===== src/rtl/misc_wb_pkg.sv =====
// Shared widths, flag bit positions and the queue entry type for the
// misc-unit writeback queue.
package misc_wb_pkg;

  localparam int FLAG_W = 5;
  localparam int ZERO_B = 0;
  localparam int SIGN_B = 1;
  localparam int OVR_B  = 2;
  localparam int COUT_B = 3;
  localparam int NAN_B  = 4;

  localparam int TAG_W  = 4;
  localparam int DATA_W = 128;
  localparam int SR_W   = 3;

  typedef struct packed {
    logic [TAG_W-1:0]  dst;
    logic [SR_W-1:0]   sr;
    logic [FLAG_W-1:0] flags;
    logic [DATA_W-1:0] data;
  } wb_entry_t;

endpackage


===== src/rtl/misc_wb_queue_fifo.sv =====
// Synchronous FIFO of writeback entries. Push is never refused because the
// caller's credit scheme guarantees space, even when full with a same-edge pop.
module wb_fifo
  import misc_wb_pkg::*;
#(
  parameter int DEPTH = 4
) (
  input  logic       clk,
  input  logic       rst_n,
  input  logic       push,
  input  wb_entry_t  din,
  input  logic       pop,
  output wb_entry_t  dout,
  output logic       not_empty,
  output logic [4:0] level
);

  localparam int PTR_W = $clog2(DEPTH);

  wb_entry_t        mem [DEPTH];
  logic [PTR_W-1:0] wr_ptr;
  logic [PTR_W-1:0] rd_ptr;
  logic [4:0]       level_reg;
  logic             do_pop;

  assign do_pop    = pop & (level_reg != 5'd0);
  assign not_empty = (level_reg != 5'd0);
  assign level     = level_reg;
  assign dout      = mem[rd_ptr];

  always_ff @(posedge clk or negedge rst_n) begin
    if (!rst_n) begin
      for (int i = 0; i < DEPTH; i++) mem[i] <= '0;
    end else if (push) begin
      mem[wr_ptr] <= din;
    end
  end

  // Power-of-two depth lets the pointers wrap naturally.
  always_ff @(posedge clk or negedge rst_n) begin
    if (!rst_n) begin
      wr_ptr    <= '0;
      rd_ptr    <= '0;
      level_reg <= '0;
    end else begin
      if (push)   wr_ptr <= wr_ptr + 1'b1;
      if (do_pop) rd_ptr <= rd_ptr + 1'b1;
      case ({push, do_pop})
        2'b10:   level_reg <= level_reg + 5'd1;
        2'b01:   level_reg <= level_reg - 5'd1;
        default: level_reg <= level_reg;
      endcase
    end
  end

endmodule


===== src/rtl/misc_wb_queue.sv =====
// Writeback queue behind the misc execution unit: re-times the early tag to
// the late result, buffers entries, and issues credit-based BUSY upstream.
module misc_wb_queue
  import misc_wb_pkg::*;
#(
  parameter int DEPTH = 4,
  parameter int LAT   = 2
) (
  input  logic          CLK,
  input  logic          RESETn,
  input  logic          ACT_IN,
  input  logic [3:0]    DST_IN,
  input  logic [127:0]  R_IN,
  input  logic          ZERO_IN,
  input  logic          SIGN_IN,
  input  logic          OVR_IN,
  input  logic          COUT_IN,
  input  logic          NAN_IN,
  input  logic [2:0]    SR_IN,
  output logic          BUSY,
  output logic          WB_VALID,
  input  logic          WB_READY,
  output logic [3:0]    WB_DST,
  output logic [127:0]  WB_DATA,
  output logic [4:0]    WB_FLAGS,
  output logic [2:0]    WB_SR,
  output logic [4:0]    LEVEL,
  output logic          ERR
);

  logic [LAT-1:0]   tag_valid;
  logic [TAG_W-1:0] tag_dst [LAT];
  logic [2:0]       inflight;
  logic [5:0]       credit;
  logic [4:0]       level;
  logic             err_reg;
  logic [FLAG_W-1:0] flags_in;
  wb_entry_t        push_entry;
  wb_entry_t        head;
  logic             head_valid;

  // A rejected issue still shifts in a bubble so its late result is ignored.
  always_ff @(posedge CLK or negedge RESETn) begin
    if (!RESETn) begin
      tag_valid <= '0;
      for (int i = 0; i < LAT; i++) tag_dst[i] <= '0;
    end else begin
      tag_valid[0] <= ACT_IN & ~BUSY;
      tag_dst[0]   <= DST_IN;
      for (int i = 1; i < LAT; i++) begin
        tag_valid[i] <= tag_valid[i-1];
        tag_dst[i]   <= tag_dst[i-1];
      end
    end
  end

  always_comb begin
    inflight = '0;
    for (int i = 0; i < LAT; i++) inflight = inflight + 3'(tag_valid[i]);
  end

  // Credit counts both stored and promised entries; registered state only.
  assign credit = {1'b0, level} + {3'b000, inflight};
  assign BUSY   = (credit >= 6'(DEPTH));

  always_ff @(posedge CLK or negedge RESETn) begin
    if (!RESETn) err_reg <= 1'b0;
    else         err_reg <= err_reg | (ACT_IN & BUSY);
  end

  assign ERR = err_reg;

  always_comb begin
    flags_in         = '0;
    flags_in[ZERO_B] = ZERO_IN;
    flags_in[SIGN_B] = SIGN_IN;
    flags_in[OVR_B]  = OVR_IN;
    flags_in[COUT_B] = COUT_IN;
    flags_in[NAN_B]  = NAN_IN;
  end

  always_comb begin
    push_entry       = '0;
    push_entry.dst   = tag_dst[LAT-1];
    push_entry.sr    = SR_IN;
    push_entry.flags = flags_in;
    push_entry.data  = R_IN;
  end

  wb_fifo #(.DEPTH(DEPTH)) u_fifo (
    .clk       (CLK),
    .rst_n     (RESETn),
    .push      (tag_valid[LAT-1]),
    .din       (push_entry),
    .pop       (WB_READY),
    .dout      (head),
    .not_empty (head_valid),
    .level     (level)
  );

  assign WB_VALID = head_valid;
  assign WB_DST   = head.dst;
  assign WB_DATA  = head.data;
  assign WB_FLAGS = head.flags;
  assign WB_SR    = head.sr;
  assign LEVEL    = level;

endmodule


===== config.mk =====
export PLATFORM = sky130hd
export DESIGN_NAME = misc_wb_queue
export DESIGN_NICKNAME = d
export VERILOG_FILES = /design/src/rtl/misc_wb_pkg.sv /design/src/rtl/misc_wb_queue_fifo.sv /design/src/rtl/misc_wb_queue.sv
export SDC_FILE = /design/constraint.sdc
export NUM_CORES = 1
export LEC_CHECK = 0
export CORE_MARGIN = 2
export CORE_UTILIZATION = 29
export DETAILED_ROUTE_END_ITERATION = 12
export PLACE_DENSITY = 0.45
export RECOVER_POWER = 100
export SLEW_MARGIN = 30
export SYNTH_ARGS = -nofsm -noshare
export SYNTH_HDL_FRONTEND = slang
export SYNTH_SLANG_ARGS = --single-unit

===== constraint.sdc =====
create_clock -name CLK -period 7 [get_ports CLK]
set_clock_uncertainty 0.15 [all_clocks]
set_input_delay 2.1 -clock CLK [delete_from_list [all_inputs] [get_ports CLK]]
set_output_delay 2.1 -clock CLK [all_outputs]
set_load 0.01 [all_outputs]

==> results of run 1 <==
-- cell usage in the layout, fill, tap and decap left out, drive strengths merged, types with 2 or more instances in the layout --
| cell | n |
|---|---|
| xnor2 | 2 |
| mux2 | 560 |
| nor2 | 3 |
| fa | 2 |
| dfrtp | 580 |
| bufinv | 5 |
| clkbuf | 119 |
| diode | 2 |
| nand2 | 9 |
| buf | 10 |
| ha | 9 |
| dlygate4sd3 | 243 |
| a21o | 2 |
| inv | 12 |
| clkinvlp | 2 |
| nor3 | 2 |
| nand3 | 2 |
| a21oi | 2 |
| xor2 | 4 |
| clkdlybuf4s50 | 47 |
| o21ai | 6 |
| clkinv | 12 |
| mux4 | 140 |
-- synth_stat cells (all sizes together) --
cell type,number,area share
a21o,2,0.00060
ha,9,0.0045
nor2,3,0.00045
mux2i,1,0.00040
and2,1,0.00025
xor2,4,0.0014
or4,1,0.00030
o311ai,1,0.00035
nand2,9,0.0017
fa,2,0.0016
o21a,1,0.00030
o21ai,6,0.0012
mux2,560,0.25
o311a,1,0.00040
nand2b,1,0.00025
nor3,2,0.00040
nor2b,1,0.00025
dfrtp,580,0.58
or3,1,0.00025
nor3b,1,0.00030
a21oi,2,0.00040
clkbuf,6,0.00090
nand3,2,0.00040
buf,88,0.026
inv,9,0.0013
xnor2,2,0.00070
mux4,140,0.13
or3b,1,0.00035
-- metal layers --
layer  part of all wire  global-route usage  vias up
li1                   -                   -     5961
met1               0.43               0.176     7417
met2               0.49               0.233      254
met3              0.056              0.0411      112
met4              0.026              0.0425       22
met5             0.0021                   0        -
-- per-stage QoR --
stage                     std cells  area (um^2)  hold WS (ns)
final                          2930        31300         0.196
after detailed placement       2801        29100         0.187
after global placement         2801        29100         0.189
after CTS                      2927        31400         0.199
after global routing           2928        31300         0.203
after floorplan                1437        25100         0.181
-- area by class of cell --
class / instances / share of cell area
Inverter: 9 / 0.00108
Sequential cell: 580 / 0.463
Tap cell: 1144 / 0.0457
Timing Repair Buffer: 315 / 0.0996
Multi-Input combinational cell: 754 / 0.315
Antenna cell: 2 / 0.000160
Clock inverter: 22 / 0.00838
Clock buffer: 104 / 0.0671
-- report_power, final --
part           switching [uW]  leakage, uW  internal, uW
Clock                    1440      0.00117          2260
Sequential                925      0.00677          5050
Combinational            2470      0.00482          4000
-- cell families after synthesis --
group,after synthesis,synth area share
AND/OR/NAND/NOR,23,0.00494
multiplexers,701,0.377
XOR/XNOR,6,0.00209
AO/OA/AOI/OAI,13,0.00324
buffers and inverters,103,0.0280
flip-flops,580,0.578
adder cells (fa/ha/maj),11,0.00608
-- worst min-delay path by stage --
stage | start | end | cells past startpoint
after global routing | tag_dst[7] | push_entry[139] | 0
after global placement | tag_dst[5] | push_entry[137] | 0
after floorplan | tag_dst[4] | push_entry[136] | 0
after CTS | tag_dst[7] | push_entry[139] | 0
after detailed placement | tag_dst[7] | push_entry[139] | 0
final | tag_dst[7] | push_entry[139] | 0
-- worst reg2reg max path: stages (launching register included) --
cell and delay (ns):
dfrtp_1 0.43, ha_1 0.22, nand2_1 3.59, buf_6 0.85, mux2_2 0.43
==> out/qor.csv, run 1 <==
metric,value,unit
CTS max path bufs,3,
Port-buffer cells,291,
hold buffers post-CTS,0,
Die ar.,88900,um^2
total track usage,0.140,
"Clk Latency, worst-skew pair",0.60,ns
wire per inst,21.1,um
distinct cell type count after synthesis,31,
failing checks,"capacitance limit, slew limit",
Max Slew Vio Count,768,
critical path peak fanout,50,
first-pass detailed-route iteration total,4,
row cnt,107,
Reg2Reg Setup Slack,1.19,ns
Worst setup SP type,register,
fin nets,1886,
io pins,292,
Critical Path End Type,output port,
Resized cells post-CTS,0,
max reg flops,560,
"Critical Path, Cell by Cell",clkbuf_2 > mux4_2 > dlygate4sd3_1,
Setup-failing EPs final,0,
Die Ht,298,um
CP startpoint,u_fifo.rd_ptr[1],
Critical Path Sink,WB_DATA[32],
Clock transition at path regs,0.06,ns
stages on the worst setup path,3,
Reg area,14500,um^2
FILL cells,8166,
Critical Path AT,3.79,ns
htree depth,3,
Cell Pwr Density,515,nW/um^2
via count,13800,
first-pass GRT wire length,96000,um
setup TNS,0,ns
Mapped Avg Cell Area,17.5,um^2
CTS Root Cell,clkbuf_16,
final worst path period need,6.04,ns
die width,298,um
pre-CTS worst setup slack,2.07,ns
final WL,61700,um
fmax,166,MHz
Worst slew margin,-2.43,
Num CTS Buffers,71,
Crit-path slowest cell,dfrtp_2,
Peak VDD IR,0.202,mV
CTS tree,yes,
area grow syn2layout,24.9,%
Power Total,16100,uW
HP Class,register to register,
initial core utilization,0.294,
Syn Std Cell Area,25100,um^2
final hold vios,0,
total gr overflow,0,
status,"finished, violations left",
cell count after synthesis,1437,
"slowest stage delay, CP",1.36,ns
Crit Path Class,register to output port,
Multi-input gate area,9870,um^2
DP HPWL,37000,um
postcts setup bufs,0,
layout cells sized above 1,0.466,
DRC Markers,0,
largest net degree at the start of global routing,129,
vias in the first global route,15500,
Worst-Margin Slew,5.15,ns
Worst EP required,4.75,ns
Buf/Inv on CP,2,
R2R cell count,4,
initial antenna violation count,15,
routed vias/inst,4.70,
final cell utilization of the core,0.367,
Crit path max-delay family,buffers and inverters,
Detail Route Antenna Nets,0,
post-synthesis sequential area ratio,0.578,
Final Wtd Congestion,0.691,
syn_nets,1592,
Reg2Reg Launch Point,u_fifo.wr_ptr[0],
RSZ-0062 raised after global routing,false,
max-cap violation count,16,
synth warn,0,
#FFs+latches synth,580,
reg2reg end,u_fifo.mem[359],
DR iter-0 viols,512,
period utilization,0.863,
Final WS setup,0.958,ns
# clock sinks,580,
Static Leak,0.0128,uW
Core Area,85400,um^2
Note: power is estimated with default switching activity, not from simulation.
==> run 2: changes to the inputs <==
Settings changed: CORE_UTILIZATION 29 to 61, PLACE_DENSITY 0.45 to 0.84.
==> out/qor.csv, run 2 (same netlist as run 1, synthesis figures left out) <==
metric,value,unit
first-pass GRT wire length,83300,um
pre-CTS worst setup slack,2.07,ns
Worst slew margin,-2.13,
final worst path period need,5.91,ns
Cell Pwr Density,516,nW/um^2
total track usage,0.253,
Final WS setup,1.09,ns
final hold vios,0,
Buf/Inv on CP,2,
critical path peak fanout,54,
Critical Path End Type,output port,
WHS Endpoint,push_entry[138],
Hold Path Stages,0,
clock power share,0.206,
first-pass detailed-route iteration total,4,
Worst EP required,4.75,ns
Final Wtd Congestion,0.726,
vias in the first global route,15100,
most frequent cells in the layout,"578 x dfrtp_1, 558 x mux2_2, 230 x dlygate4sd3_1, 140 x mux4_2, 60 x clkdlybuf4s50_1",
fmax,169,MHz
via count,13600,
Gate power share,0.407,
setup TNS,0,ns
Static Leak,0.0126,uW
"slowest stage delay, CP",1.26,ns
Detail Route Antenna Nets,0,
Crit Path Class,register to output port,
initial antenna violation count,17,
hold buffers post-CTS,0,
htree depth,2,
Clock transition at path regs,0.06,ns
Setup-failing EPs final,0,
hold path start,tag_dst[6],
"Critical Path, Cell by Cell",buf_12 > mux4_2 > dlygate4sd3_1,
Port-buffer cells,291,
RSZ-0062 raised after global routing,false,
largest net degree at the start of global routing,154,
max reg flops,560,
row cnt,74,
Core Area,40700,um^2
Critical Path AT,3.66,ns
# clock sinks,580,
failing checks,"capacitance limit, slew limit",
DP HPWL,31600,um
Sw Ratio,0.299,
Num CTS Buffers,58,
CTS tree,yes,
postcts setup bufs,0,
reg2reg end,u_fifo.mem[131],
status,"finished, violations left",
R2R cell count,3,
stages on the worst setup path,3,
final WL,52800,um
Switch Pwr,4660,uW
fin nets,1862,
Reg2Reg Setup Slack,1.10,ns
routed vias/inst,5.94,
CTS max path bufs,3,
DRC Markers,0,
Die Ht,207,um
FILL cells,2397,
Reg area,14500,um^2
sequential share of power,0.387,
initial core utilization,0.616,
Worst setup SP type,register,
Worst-Margin Slew,4.69,ns
die width,207,um
max-cap violation count,7,
layout cells sized above 1,0.463,
"commonest non-fill, non-tap cell in the layout",dfrtp_1,
period utilization,0.844,
total gr overflow,0,
io pins,292,
Resized cells post-CTS,0,
CTS Root Cell,clkbuf_16,
Crit-path slowest cell,dfrtp_2,
P_int,10900,uW
wire per inst,23.0,um
HP Class,register to register,
Crit path max-delay family,flip-flops,
"Clk Latency, worst-skew pair",0.61,ns
Max Slew Vio Count,506,
Peak VDD IR,0.414,mV
DR iter-0 viols,662,
area grow syn2layout,20.4,%
Reg2Reg Launch Point,tag_valid[1],
Die ar.,42800,um^2
Multi-input gate area,9910,um^2
==> run 2: changes by cell type in the layout (fill, tap and decap cells not counted), sizes merged <==
cell           delta
buf               -3
inv               -1
clkinvlp          -1
diode             +5
bufinv            +1
dlygate4sd3      -13
clkdlybuf4s50    +13
clkbuf           -25
==> run 2: worst max-delay path by stage <==
stage	slack [ns]	from	endpoint
after CTS	1.37	u_fifo.rd_ptr[0]	WB_DATA[112]
final	1.09	u_fifo.rd_ptr[0]	WB_DATA[112]
after floorplan	3.13	WB_READY	u_fifo.level[4]
after detailed placement	2.07	u_fifo.rd_ptr[0]	WB_DATA[44]
after global routing	0.76	u_fifo.rd_ptr[0]	WB_DATA[112]
after global placement	2.09	u_fifo.rd_ptr[0]	WB_DATA[44]
==> run 2: area by class of cell <==
cell class              count  share of cell area
inverters                   9             0.00112
well taps                 532              0.0220
repair buffers            304               0.101
clock inverters            21             0.00915
clock buffers              87              0.0576
flip-flops and latches    580               0.481
multi-input cells         754               0.328
diodes                      7            0.000580
==> run 2: metrics by stage <==
stage	total power [uW]	cell area (um^2)	util	cells	hold slack, ns
floorplan	9930	25100	-	1437	0.181
global placement	12500	28200	0.693	2179	0.187
detailed placement	12800	28300	0.694	2179	0.185
CTS	16100	30300	0.743	2287	0.199
global route	16500	30200	0.742	2293	0.202
finish	15600	30200	0.742	2294	0.197
==> run 2: per-layer routing <==
metal  up-vias  global-route usage  part of all wire
li1       5926                   -                 -
met4        18              0.0732             0.021
met2       275               0.421              0.50
met5         -                   0            0.0022
met1      7316               0.332              0.41
met3        85              0.0681             0.060
==> run 2: power by group through the flow <==
stage | clock, uW | sequential (uW) | combinational [uW]
4_1_cts | 3270 | 6050 | 6760
3_5_place_dp | 0 | 6070 | 6700
5_1_grt | 3410 | 6250 | 6790
2_1_floorplan | 0 | 5610 | 4320
6_report | 3210 | 6050 | 6350
3_3_place_gp | 0 | 5940 | 6520
